[src/rtl/feed_dispense_timer.sv]
// feed_dispense_timer: turns held option-FSM command levels into timed
// dispenser motor pulses (one-shot pour or periodic interval feeding),
// driven from a prescaled tick base, and counts completed pours.
// Optional pour limit is compiled in when the FEED_LIMIT_EN macro is defined.
module feed_dispense_timer #(
  parameter int TICK_DIV       = 50,
  parameter int POUR_TICKS     = 10,
  parameter int INTERVAL_TICKS = 40,
  parameter int MAX_POURS      = 5
) (
  input  logic       clock,
  input  logic       reset,
  input  logic       count_enable,
  input  logic       count_reset,
  input  logic       interval_enable,
  output logic       motor_on,
  output logic       busy,
  output logic [1:0] state_out,
  output logic [7:0] pour_count,
  output logic       limit_reached
);

  typedef enum logic [1:0] {
    IDLE = 2'b00,
    POUR = 2'b01,
    WAIT = 2'b10
  } state_t;

  localparam int PW   = (TICK_DIV > 1) ? $clog2(TICK_DIV) : 1;
  localparam int TMAX = (POUR_TICKS > INTERVAL_TICKS) ? POUR_TICKS : INTERVAL_TICKS;
  localparam int TW   = (TMAX > 1) ? $clog2(TMAX) : 1;

  localparam logic [PW-1:0] PRESC_LAST = PW'(TICK_DIV - 1);
  localparam logic [TW-1:0] POUR_LAST  = TW'(POUR_TICKS - 1);
  localparam logic [TW-1:0] WAIT_LAST  = TW'(INTERVAL_TICKS - 1);

  state_t        state;
  logic [PW-1:0] prescaler;
  logic [TW-1:0] tick_count;
  logic          count_enable_prev;

  logic          tick;
  logic          enable_rise;
  logic [7:0]    pour_count_inc;
  logic          limit_hold;
  logic          limit_hit;

  assign tick           = (prescaler == PRESC_LAST);
  assign enable_rise    = count_enable & ~count_enable_prev;
  assign pour_count_inc = (pour_count == 8'hFF) ? pour_count : pour_count + 8'd1;

  assign busy      = (state != IDLE);
  assign state_out = state;

`ifdef FEED_LIMIT_EN
  logic limit_reg;
  assign limit_reached = limit_reg;
  assign limit_hold    = limit_reg;
  assign limit_hit     = (int'(pour_count_inc) >= MAX_POURS);
`else
  logic unused_limit_cfg;
  assign unused_limit_cfg = (MAX_POURS > 0);
  assign limit_reached    = 1'b0;
  assign limit_hold       = 1'b0;
  assign limit_hit        = 1'b0;
`endif

  // Main controller: state, motor drive, timers and pour counter.
  always_ff @(posedge clock) begin
    if (!reset) begin
      state             <= IDLE;
      motor_on          <= 1'b0;
      pour_count        <= 8'd0;
      prescaler         <= '0;
      tick_count        <= '0;
      count_enable_prev <= 1'b0;
`ifdef FEED_LIMIT_EN
      limit_reg         <= 1'b0;
`endif
    end else begin
      // Tracked even during count_reset, so a rise seen while clearing is consumed.
      count_enable_prev <= count_enable;
      if (count_reset) begin
        state      <= IDLE;
        motor_on   <= 1'b0;
        pour_count <= 8'd0;
        prescaler  <= '0;
        tick_count <= '0;
`ifdef FEED_LIMIT_EN
        limit_reg  <= 1'b0;
`endif
      end else begin
        case (state)
          IDLE: begin
            prescaler  <= '0;
            tick_count <= '0;
            if (!limit_hold && (enable_rise || interval_enable)) begin
              state    <= POUR;
              motor_on <= 1'b1;
            end
          end
          POUR: begin
            if (tick) begin
              prescaler <= '0;
              if (tick_count == POUR_LAST) begin
                motor_on   <= 1'b0;
                pour_count <= pour_count_inc;
                tick_count <= '0;
                state      <= interval_enable ? WAIT : IDLE;
`ifdef FEED_LIMIT_EN
                if (limit_hit) limit_reg <= 1'b1;
`endif
              end else begin
                tick_count <= tick_count + 1'b1;
              end
            end else begin
              prescaler <= prescaler + 1'b1;
            end
          end
          WAIT: begin
            if (!interval_enable || limit_hold) begin
              state      <= IDLE;
              prescaler  <= '0;
              tick_count <= '0;
            end else if (tick) begin
              prescaler <= '0;
              if (tick_count == WAIT_LAST) begin
                state      <= POUR;
                motor_on   <= 1'b1;
                tick_count <= '0;
              end else begin
                tick_count <= tick_count + 1'b1;
              end
            end else begin
              prescaler <= prescaler + 1'b1;
            end
          end
          default: begin
            state      <= IDLE;
            motor_on   <= 1'b0;
            prescaler  <= '0;
            tick_count <= '0;
          end
        endcase
      end
    end
  end

endmodule

[config.mk]
export PLATFORM = sky130hd
export DESIGN_NAME = feed_dispense_timer
export DESIGN_NICKNAME = d
export VERILOG_FILES = /design/src/rtl/feed_dispense_timer.sv
export SDC_FILE = /design/constraint.sdc
export NUM_CORES = 1
export LEC_CHECK = 0
export BUFFER_PORTS_ARGS = -buffer_cell sky130_fd_sc_hd__buf_2
export CAP_MARGIN = 20
export CORE_ASPECT_RATIO = 0.75
export CORE_MARGIN = 3
export CORE_UTILIZATION = 44
export DETAILED_ROUTE_END_ITERATION = 10
export PLACE_DENSITY = 0.72
export SETUP_SLACK_MARGIN = 0.5
export SLEW_MARGIN = 20
export SYNTH_ARGS = -nofsm -noshare
export SYNTH_HDL_FRONTEND = slang
export SYNTH_SLANG_ARGS = --single-unit
[constraint.sdc]
create_clock -name clock -period 4.9 [get_ports clock]
set_input_delay 0.49 -clock clock [delete_from_list [all_inputs] [get_ports clock]]
set_output_delay 0.49 -clock clock [all_outputs]
set_load 0.005 [all_outputs]
## Word level (Yosys, flattened, before mapping)

Cells that the tools add are included.

| word-level totals | value |
|---|---|
| register bits after elaboration | 24 |
| input port bits | 5 |
| output and inout port bits | 13 |
| logic and storage cells | 59 |

| cells by class | value |
|---|---|
| add/sub/neg operators | 3 |
| equality and inequality tests | 14 |
| multiplexer cells | 24 |
| bitwise logic cells | 4 |
| reduce and logical (&&, ||, !) cells | 8 |

Operators with widths:

| operator | count |
|---|---|
| 6-bit 2-to-1 mux | 7 |
| 6-bit case mux with 2 select lines | 2 |
| 2-bit 2-to-1 mux | 7 |
| 6-bit by 1-bit adder with 6-bit output (second input constant) | 2 |
| 6-bit == test (second input constant) | 2 |
| 2-bit != test (second input constant) | 6 |
| 8-bit by 1-bit adder with 8-bit output (second input constant) | 1 |
| 8-bit == test (second input constant) | 1 |
| 6-bit by 4-bit == test with 1-bit output (second input constant) | 1 |
| 1-bit 2-to-1 mux | 6 |
| 3-bit != test (second input constant) | 2 |
| 2-bit case mux with 3 select lines | 1 |
| 6-bit AND reduction | 1 |
| 5-bit AND reduction | 1 |
| 4-bit AND reduction | 1 |
| 1-bit NOT | 3 |
| 1-bit case mux with 3 select lines | 1 |
| 2-bit by 1-bit == test with 1-bit output (second input constant) | 1 |
| 2-bit == test (second input constant) | 1 |
| 2-bit logical NOT | 1 |
| 2-bit AND reduction | 1 |
| 2-bit nonzero test | 1 |
| 2-bit OR reduction | 1 |
| 1-bit bitwise AND | 1 |
| 1-bit logical OR | 1 |

## Logic depth before layout (Yosys ltp)

Gate-level depths: netlist (run 1).

| depth | value |
|---|---|
| depth after elaboration | 5 |
| depth in mapped cells | 7 |
| mapped depth without buffers | 6 |

## Worst setup path before layout (run 1)

Ideal clock, no wire load.

| timing path | value |
|---|---|
| path type | reg-to-reg |
| from | register tick_count[0] |
| to | register pour_count[4] |
| setup time | 0.118 ns |
| data arrival time | 1.642 ns |
| data required time | 4.782 ns |
| setup slack | 3.140 ns |
| stages on the path, launching flop included | 6 |
| path buffers | 0 |
| period minus slack after synthesis | 1.760 ns |
| cells stage by stage | dfxtp_1 -> ha_1 -> nor2b_1 -> nand4_4 -> or4_1 -> mux2i_1 |

| between the ends | value |
|---|---|
| word-level cells in the longest chain between the ends | 2 |

Ends and longest elaborated chain:

| what | line | RTL |
|---|---|---|
| from (decl) | 39 | `logic [TW-1:0] tick_count;` |
| from (signal assigned) | 114 | `tick_count <= tick_count + 1'b1;` |
| from (signal assigned) | 132 | `tick_count <= tick_count + 1'b1;` |
| 6-bit by 4-bit == test with 1-bit output | 105 | `if (tick_count == POUR_LAST) begin` |
| 4-bit AND reduction (no source line) | n/a |  |
| to (signal assigned) | 107 | `pour_count <= pour_count_inc;` |
| to (decl) | 19 | `output logic [7:0] pour_count,` |

Every way passes these cells.
A chain may end at the register's enable or synchronous reset.

## Worst setup path after layout (run 1)

| timing path | value |
|---|---|
| from | register state[1], in the netlist state_out[1] |
| to | register state[1], in the netlist state_out[1] |

| between the ends | value |
|---|---|
| word-level cells in the longest chain between the ends | 3 |
| elaborated cells between the ends (all ways) | 10 |
| those cells by class | eq/ne: 7; mux: 1; reduce/logical: 2 |

Ends and longest elaborated chain:

| what | line | RTL |
|---|---|---|
| from (decl) | 37 | `state_t state;` |
| from (signal assigned) | 109 | `state <= interval_enable ? WAIT : IDLE;` |
| 2-bit == test, or another cell as far along | 93 | `case (state)` |
| 3-bit != test (no source line) or 2-bit != test (tied branches) | n/a |  |
| 5-bit AND reduction (no source line) | n/a |  |

Several ways; a longest one is shown, not always the timed one.

==> run metrics, run 1 <==
Worst-path clk slew about 0.090 ns; Hold Slack ~0.46 ns; crit share post-route around 39%; Die Y roughly 55 µm; Leak approximately 0.6 nW; routed vias roughly 1200; Initial DRC Count between 100 and 150; vias in the first global route between 1000 and 1500; H-tree Lvls 1; CTS Buffer Depth 2; Clk Latency, worst-skew pair roughly 0.27 ns; die width 71.3 µm; Fin. Hold Viols 0; Core ar. 3000 µm²; Int Pwr around 280 µW; Yosys cell types 47; final slew viol count 0; die area between 3000 and 4000 µm²; initial antenna violation count 0; Post-CTS Hold Fix Bufs 0; syn nets 182; aggregate global routing overflow 0; Startpoint Class register; Sw Share between 20% and 30%; power per cell area approximately 230 nW/µm²; Peak VDD IR approximately 0.19 mV; WP data required between 5 and 6 ns; Max-slew headroom a little under half; min-delay worst type in2reg; Setup Fix Bufs, Post-CTS 0; sequential fraction of the synthesis area between 30% and 40%; clk sinks 24; Worst setup EP type register; Async SR Flop Fraction 0%; worst slew pin tran roughly 0.80 ns; Synthesis Warnings 0; setup TNS 0 ns; WL final 2880 µm; GRT Util Overall approximately 15%; Avg Cell Area, Syn around 8.4 µm²; Initial Util a little under half; # port buffers 16; Final min period between 1.5 and 2 ns; TritonCTS buffer count 3; Final nets 198; drt drc 0; Layout fillers approximately 290; Top Ports 18; maxcap violations 0; clock power share a little under two fifths; post-route cell area between 1500 and 2000 µm²; DP Area around 1500 µm²; ANT cells 0; EDFF count, synth 0; post-synthesis cell area ~1400 µm²; Max Clock Freq around 520 MHz; antenna viol nets, final 0; Seq. cell area between 400 and 500 µm²; average wire per standard cell between 10 and 15 µm; hpwl dp 2180 µm; CTS resizes 0; vias per inst ~5.6; flops & latches, synth 24; RSZ-0062 raised after global routing false; Mapped Cells between 150 and 200; Reg power frac 54.6%; multi-input combinational cell area ~860 µm²; WS Path Type reg2reg; switching power about 84 µW; status finished, final reports clean; Final Skew between 0.006 and 0.007 ns; total chip power between 300 and 400 µW; Logic pwr share under 10%; router iterations before antenna repair 5; Finish-stage setup viols 0; Layout area overhead 11.3%; CTS tree built; largest net degree at the start of global routing 14; first-pass GRT wire length between 4000 and 5000 µm; CTS Root Cell clkbuf_8; routability cong. roughly 0.8; layout cells sized above 1 between 10% and 20%; worst-path maximum fanout 11; row cnt 17; Post-synth top flop dfxtp_1; Arrival @ worst endpoint about 2.1 ns
==> registers in the layout, indices dropped and copies added (netlist names) <==
name               count
state_out              2
motor_on               1
count_enable_prev      1
prescaler              6
pour_count             8
tick_count             6
==> through the flow <==
stage | cells | setup slack [ns] | util (%)
2_1_floorplan | 168 | 3.14 | -
3_3_place_gp | 217 | 3.06 | 50.4
3_5_place_dp | 217 | 3.00 | 50.4
4_1_cts | 221 | 2.98 | 52.3
5_1_grt | 221 | 2.79 | 52.3
6_report | 221 | 2.97 | 52.3
==> layer usage <==
layer  GRT usage [%]  vias to the layer above  share of wire, %
met1            19.0                      573                49
met5               0                        -                 0
met2            24.7                       29                45
met3            4.15                        2               4.8
li1                -                      631                 -
met4            2.81                        0              0.49
==> critical path, cell delays in order, from the launching register on <==
cell and delay, ns:
dfxtp_1 0.41, inv_1 0.09, ha_1 0.29, inv_1 0.29, a41oi_1 0.15, a311oi_2 0.41, mux2i_1 0.23
==> cell families (layout without fill, tap and decap cells) <==
group	count (synthesis)	after routing	synth area share (%)
buf+inv	16	31	4.62
other cells	1	1	0.266
compound gates	34	34	15.3
xor+xnor	4	4	2.49
mux	6	6	4.26
fa+ha+maj	9	9	7.99
simple gates	74	74	31.0
flops	24	24	34.1
==> worst paths after layout <==
| path | from | slack [ns] | cells after the start | endpoint |
|---|---|---|---|---|
| setup / recovery | state_out[1] | 2.97 | 6 | state_out[1] |
| setup reg to reg | state_out[1] | 2.97 | 6 | state_out[1] |
| hold reg to reg | prescaler[0] | 0.47 | 1 | prescaler[0] |
| hold / removal | count_enable | 0.46 | 2 | count_enable_prev |
==> power by group through the flow <==
stage               combinational (mW)  sequential (mW)  clock (mW)
floorplan                       0.0214            0.203           0
global placement                0.0293            0.203           0
detailed placement              0.0304            0.203           0
CTS                             0.0306            0.199       0.137
global route                    0.0338            0.199       0.145
finish                          0.0307            0.199       0.134
==> cell usage in the layout, fill, tap and decap left out, types with 2 or more instances in the layout <==
cell type / instances
nor2_1: 11
clkbuf_8: 4
o21ai_0: 8
nand3_1: 9
nand4_1: 4
nand2_1: 16
nor3_1: 6
mux2i_1: 6
or4_1: 3
buf_2: 16
nand2b_1: 5
ha_1: 9
xnor2_1: 2
inv_1: 10
or3_1: 2
and3_1: 2
nor2b_1: 3
dfxtp_1: 24
a31oi_1: 3
a21oi_1: 12
o31ai_1: 3
xor2_1: 2
==> Yosys cell counts (2+ instances only) <==
master | count | area [µm²]
dfxtp_1 | 24 | 480
nand2_1 | 16 | 60.1
a21oi_1 | 12 | 60.1
nor2_1 | 11 | 41.3
inv_1 | 10 | 37.5
ha_1 | 9 | 113
nand3_1 | 9 | 45.0
o21ai_0 | 8 | 40.0
mux2i_1 | 6 | 60.1
nor3_1 | 6 | 30.0
nand2b_1 | 5 | 31.3
nand4_1 | 4 | 25.0
a31oi_1 | 3 | 18.8
nor2b_1 | 3 | 18.8
o31ai_1 | 3 | 22.5
or4_1 | 3 | 22.5
and3_1 | 2 | 12.5
clkbuf_1 | 2 | 7.51
or3_1 | 2 | 12.5
xnor2_1 | 2 | 17.5
xor2_1 | 2 | 17.5
==> cell type report <==
type	instances	share of cell area [%]
multi-input cells	128	55.1
flip-flops and latches	24	30.6
well taps	38	3.03
clock buffers	4	3.51
inverters	11	2.63
repair buffers	16	5.11
Note: power is estimated with default switching activity, not from simulation.
==> run 2: changes to the inputs <==
PLACE_DENSITY = 0.75   (was 0.72)
clock period = 1.55 ns   (was 4.9 ns; I/O delays follow)
==> run 2 against run 1 <==
  * The run now ends with setup timing left
  * Sequential share of layout area shrank 6.6 points
  * Utilization increased by 17 points
  * Combinational power grew to 5.1 times the previous value
  * Die area is the same
  * Sequential cell count stayed put
  * Clock skew rose by 0.0028 ns
  * Maximum frequency rose by 8.9%
  * Global-route usage is 4.6 points higher
  * Via count is 18% higher
  * Sequential power increased to 3.2 times the previous value
  * Wire length grew 44%
  * Largest cell class unchanged
==> run metrics, run 2 (synthesized netlist as in run 1, its figures left out) <==
Final Skew 0.00887 ns (+0.00278 ns); GRT Util Overall 19.2% (+4.6 points); Leak 0.830 nW (+41%); CTS tree built; worst r2r path cells 6 (unchanged); Hold Slack 0.106 ns (-0.352 ns); # port buffers 16 (unchanged); Worst-path clk slew 0.09 ns (about the same); max FFs per register 8 (unchanged); hold depth 2 (unchanged); Die Y 55.0 µm (unchanged); min-delay src count_enable; RR Startpoint prescaler[1]; die width 71.3 µm (unchanged); drt drc 0 (unchanged); Initial DRC Count 104 (-8.0%); hpwl dp 2660 µm (+22%); vias per inst 5.68 (+1.7%); initial antenna violation count 0 (unchanged); WS Path Type reg2reg; final slew viol count 0 (unchanged); ANT cells 0 (unchanged); slowest CP cell a311oi_2; crit share post-route 114% (+75 points); FF-to-FF End state_out[0]; row cnt 17 (unchanged); routability cong. 0.877 (+9.2%); RSZ-0062 raised after global routing true; die area 3920 µm² (unchanged); clk sinks 24 (unchanged); Peak VDD IR 0.544 mV (+190%); Largest Register pour_count; Layout area overhead 47.6%; reg2reg setup slack -0.22 ns (-3.19 ns); commonest non-fill, non-tap cell in the layout buf_4; Largest regs pour_count: 8 flops, prescaler: 6 flops, tick_count: 6 flops; WP data required 1.74 ns (-3.36 ns); TritonCTS buffer count 3 (unchanged); Arrival @ worst endpoint 1.96 ns (-0.17 ns); aggregate global routing overflow 0 (unchanged); worst setup margin -0.221 ns (-3.19 ns); Final min period 1.77 ns (-0.158 ns); Finish-stage setup viols 13 (+13); router iterations before antenna repair 4 (-1); Clk Latency, worst-skew pair 0.28 ns (about the same); worst hold endpoint count_enable_prev; H-tree Lvls 1 (unchanged); Core ar. 3000 µm² (unchanged); Layout fillers 203 (-29%); Fin. Hold Viols 0 (unchanged); maxcap violations 0 (unchanged); min-delay worst type in2reg; dpl ws -0.163 ns (-3.17 ns); Worst setup EP type register; status complete, but fails checks; WL final 4140 µm (+44%); largest net degree at the start of global routing 15 (+1); commonest cells after routing, fill and taps aside buf_4 (29), nand2_1 (16), buf_2 (15); Initial Util 47.0% (unchanged); setup TNS -1.24 ns (-1.24 ns); antenna viol nets, final 0 (unchanged); CTS Buffer Depth 2 (unchanged); Top Ports 18 (unchanged); worst-path maximum fanout 6 (-5); worst stage delay on the critical path 0.40 ns (about the same); Final nets 234 (+18%); worst-path cell chain inv_2, ha_4, and4b_2, nand4_1, a311oi_2, mux2i_1; average wire per standard cell 16.1 µm (+24%); layout cells sized above 1 46.1% (+32 points); Startpoint Class register; power per cell area 620 nW/µm² (+170%); first-pass GRT wire length 5980 µm (+32%); Seq. cell area 500 µm² (+4.2%); CTS Root Cell clkbuf_8; violated checks setup timing; Max Clock Freq 565 MHz (+8.9%); routed vias 1460 (+18%); vias in the first global route 1338 (+32%); multi-input combinational cell area 1040 µm² (+20%)
run 2: cell count changes in the layout (fill, tap and decap cells not counted), moves of 4 or more:
| cell | delta |
|---|---|
| a21oi_2 | +5 |
| dfxtp_2 | +10 |
| dfxtp_1 | -12 |
| a21oi_1 | -6 |
| buf_6 | +8 |
| ha_4 | +5 |
| inv_1 | -4 |
| buf_4 | +29 |
| ha_1 | -6 |
run 2: layout make-up:
class | count | share of cell area [%]
clock buffer | 4 | 3.19
inverter | 11 | 2.23
multi-input combinational | 128 | 49.8
sequential | 24 | 24.1
tap | 38 | 2.29
timing repair buffer | 52 | 18.4
run 2: worst max-delay path by stage:
stage / to / startpoint / cells after the start / slack [ns]
4_1_cts: pour_count[3] / prescaler[1] / 6 / -0.11
3_5_place_dp: pour_count[3] / prescaler[1] / 6 / -0.16
5_1_grt: state_out[0] / tick_count[0] / 5 / -0.32
2_1_floorplan: pour_count[3] / prescaler[0] / 6 / -0.01
6_report: state_out[0] / prescaler[1] / 6 / -0.22
3_3_place_gp: pour_count[5] / prescaler[1] / 7 / -0.11
run 2: metrics by stage:
step / instances / power [mW] / util, % / instance area, µm²
5_1_grt: 257 / 1.32 / 69.3 / 2080
4_1_cts: 253 / 1.27 / 66.0 / 1980
6_report: 257 / 1.29 / 69.3 / 2080
3_3_place_gp: 245 / 0.761 / 59.9 / 1800
3_5_place_dp: 245 / 0.766 / 59.9 / 1800
2_1_floorplan: 168 / 0.718 / - / 1490
run 2: timing repair:
item,CTS,global route
pin swaps,7,1
hold endpoints to repair,0,0
hold buffers,0,0
buffers inserted,4,4
setup endpoints to repair,24,29
resized for setup,20,20
gates cloned,0,0
run 2: per-layer routing:
layer / GRT usage [%] / vias to the layer above / share of wire, %
met5: 0 / - / 0
met2: 33.4 / 48 / 51
met4: 4.06 / 0 / 0.46
met1: 24.9 / 700 / 44
met3: 4.15 / 2 / 4.2
li1: - / 710 / -
run 2: power by group:
group	switching [mW]	leakage (nW)	internal, mW
registers	0.00782	0.201	0.621
logic	0.0863	0.595	0.0718
clock network	0.222	0.0339	0.281
run 2: worst max-delay path, delay by kind of cell (launching register included):
family	cells	cell delay, ns
flip-flops	1	0.33
AO/OA/AOI/OAI	1	0.40
buffers and inverters	1	0.05
AND/OR/NAND/NOR	2	0.55
adder cells (fa/ha/maj)	1	0.12
multiplexers	1	0.23
==> run 3: changes to the inputs <==
TNS_END_PERCENT = 50   (was unset)
==> run 3 against run 2 <==
  * The run still ends with setup timing left
  * Final area fell by 4.3%
  * Die area unchanged
  * Setup slack improved by 0.021 ns
  * Critical path type unchanged
  * Largest cell class unchanged
  * Largest power group unchanged
==> run metrics, run 3 (synthesized netlist as in run 1, its figures left out) <==
WP data required 1.74 ns (about the same); max FFs per register 8 (unchanged); antenna viol nets, final 0 (unchanged); multi-input combinational cell area 1030 µm² (-0.97%); Arrival @ worst endpoint 1.94 ns (-0.02 ns); CTS Root Cell clkbuf_8; slowest CP cell a311oi_2; Final min period 1.75 ns (-0.0214 ns); crit share post-route 113% (-1.4 points); DP Area 1780 µm² (-0.70%); first-pass GRT wire length 5380 µm (-10%); commonest cells after routing, fill and taps aside buf_4 (26), nand2_1 (16), dfxtp_1 (16); Largest Register pour_count; min-delay worst type in2reg; Initial DRC Count 97 (-6.7%); fin cells 250 (-2.7%); H-tree Lvls 1 (unchanged); violated checks setup timing; worst-path maximum fanout 6 (unchanged); row cnt 17 (unchanged); aggregate global routing overflow 0 (unchanged); drt drc 0 (unchanged); Seq. cell area 495 µm² (-1.0%); GRT Util Overall 17.4% (-1.8 points); CTS Buffer Depth 2 (unchanged); Cell Count Post-Placement 244 (-0.41%); Core ar. 3000 µm² (unchanged); Leak 0.778 nW (-6.2%); Initial Util 47.0% (unchanged); routed vias 1436 (-1.6%); final core utilization 66.3% (-3.0 points); Fin. Hold Viols 0 (unchanged); Layout fillers 215 (+5.9%); worst setup margin -0.199 ns (+0.0214 ns); die width 71.3 µm (unchanged); CTS tree built; ANT cells 0 (unchanged); die area 3920 µm² (unchanged); power per cell area 611 nW/µm² (-1.4%); Largest regs pour_count: 8 flops, prescaler: 6 flops, tick_count: 6 flops; layout cells sized above 1 43.4% (-2.7 points); initial antenna violation count 0 (unchanged); Max-slew headroom between 50 and 60%; final slew viol count 0 (unchanged); crit path launch prescaler[1]; commonest non-fill, non-tap cell in the layout buf_4; min-delay src count_enable; Clk Latency, worst-skew pair 0.27 ns (about the same); RSZ-0062 raised after global routing true; vias in the first global route 1252 (-6.4%); worst stage delay on the critical path 0.41 ns (about the same); Final nets 227 (-3.0%); WS Path Type reg2reg; # port buffers 16 (unchanged); WL final 3670 µm (-11%); Top Ports 18 (unchanged); router iterations before antenna repair 4 (unchanged); vias per inst 5.74 (+1.1%); clk sinks 24 (unchanged); worst slew pin tran just over 0.6 ns; worst-path cell chain inv_2, ha_4, and4b_2, a41oi_2, a311oi_2, mux2i_1; routability cong. 0.873 (-0.40%); largest net degree at the start of global routing 14 (-1); Worst-path clk slew 0.08 ns (about the same); Max Clock Freq 572 MHz (+1.2%); status complete, but fails checks; average wire per standard cell 14.7 µm (-9.0%); RR Startpoint prescaler[1]; Peak VDD IR 0.622 mV (+14%); Startpoint Class register; post-route cell area 1990 µm² (-4.3%); Die Y 55.0 µm (unchanged); Finish-stage setup viols 10 (-3); Final Skew 0.00370 ns (-0.00517 ns); Worst setup EP type register; maxcap violations 0 (unchanged); TritonCTS buffer count 3 (unchanged); Layout area overhead 41.2%; hpwl dp 2570 µm (-3.3%)
## run 3: area by class of cell
| cell class | instances | share of cell area, % |
|---|---|---|
| well taps | 38 | 2.39 |
| flip-flops and latches | 24 | 24.9 |
| repair buffers | 45 | 15.8 |
| multi-input cells | 128 | 51.6 |
| inverters | 11 | 2.52 |
| clock buffers | 4 | 2.77 |
## run 3: critical path, delay by kind of cell, from the launching register on
kind	cells	cell delay (ns)
AND/OR/NAND/NOR	1	0.32
flip-flops	1	0.33
multiplexers	1	0.25
buffers and inverters	1	0.06
adder cells (fa/ha/maj)	1	0.12
AO/OA/AOI/OAI	2	0.59
## run 3: layer usage
| layer | wire length [µm] | up-vias | global-route usage [%] | part of all wire [%] |
|---|---|---|---|---|
| li1 | - | 698 | - | - |
| met5 | 0 | - | 0 | 0 |
| met2 | 1730 | 55 | 29.3 | 47 |
| met4 | 27 | 0 | 5.94 | 0.74 |
| met3 | 228 | 5 | 3.43 | 6.2 |
| met1 | 1680 | 678 | 22.7 | 46 |
## run 3: path summary, 6_finish.rpt
path                            slack, ns           endpoint  cells after the start
worst min-delay path                 0.11  count_enable_prev                      2
worst max-delay path                -0.20       state_out[0]                      6
worst max register to register      -0.20       state_out[0]                      6
worst min register to register       0.52       state_out[1]                      2
## run 3: repair_timing
action,in CTS,in global routing
setup endpoints to repair,24,25
buffers inserted,0,2
pin swaps,10,3
gates resized for setup,17,15
hold buffers,0,0
## run 3: stage by stage
step / hold slack, ns / TNS, ns / total power [mW] / setup WS, ns
after floorplan: 0.277 / -0.0212 / 0.717 / -0.0138
after CTS: 0.120 / -0.505 / 1.20 / -0.152
final: 0.112 / -0.850 / 1.22 / -0.199
after global routing: 0.123 / -1.61 / 1.25 / -0.254
after detailed placement: 0.399 / -1.25 / 0.768 / -0.216
after global placement: 0.378 / -0.626 / 0.762 / -0.102
## run 3: report_power, final
group,switching [mW],internal [mW],total [mW]
logic,0.0809,0.0684,0.149
clock network,0.210,0.227,0.437
registers,0.00839,0.621,0.629
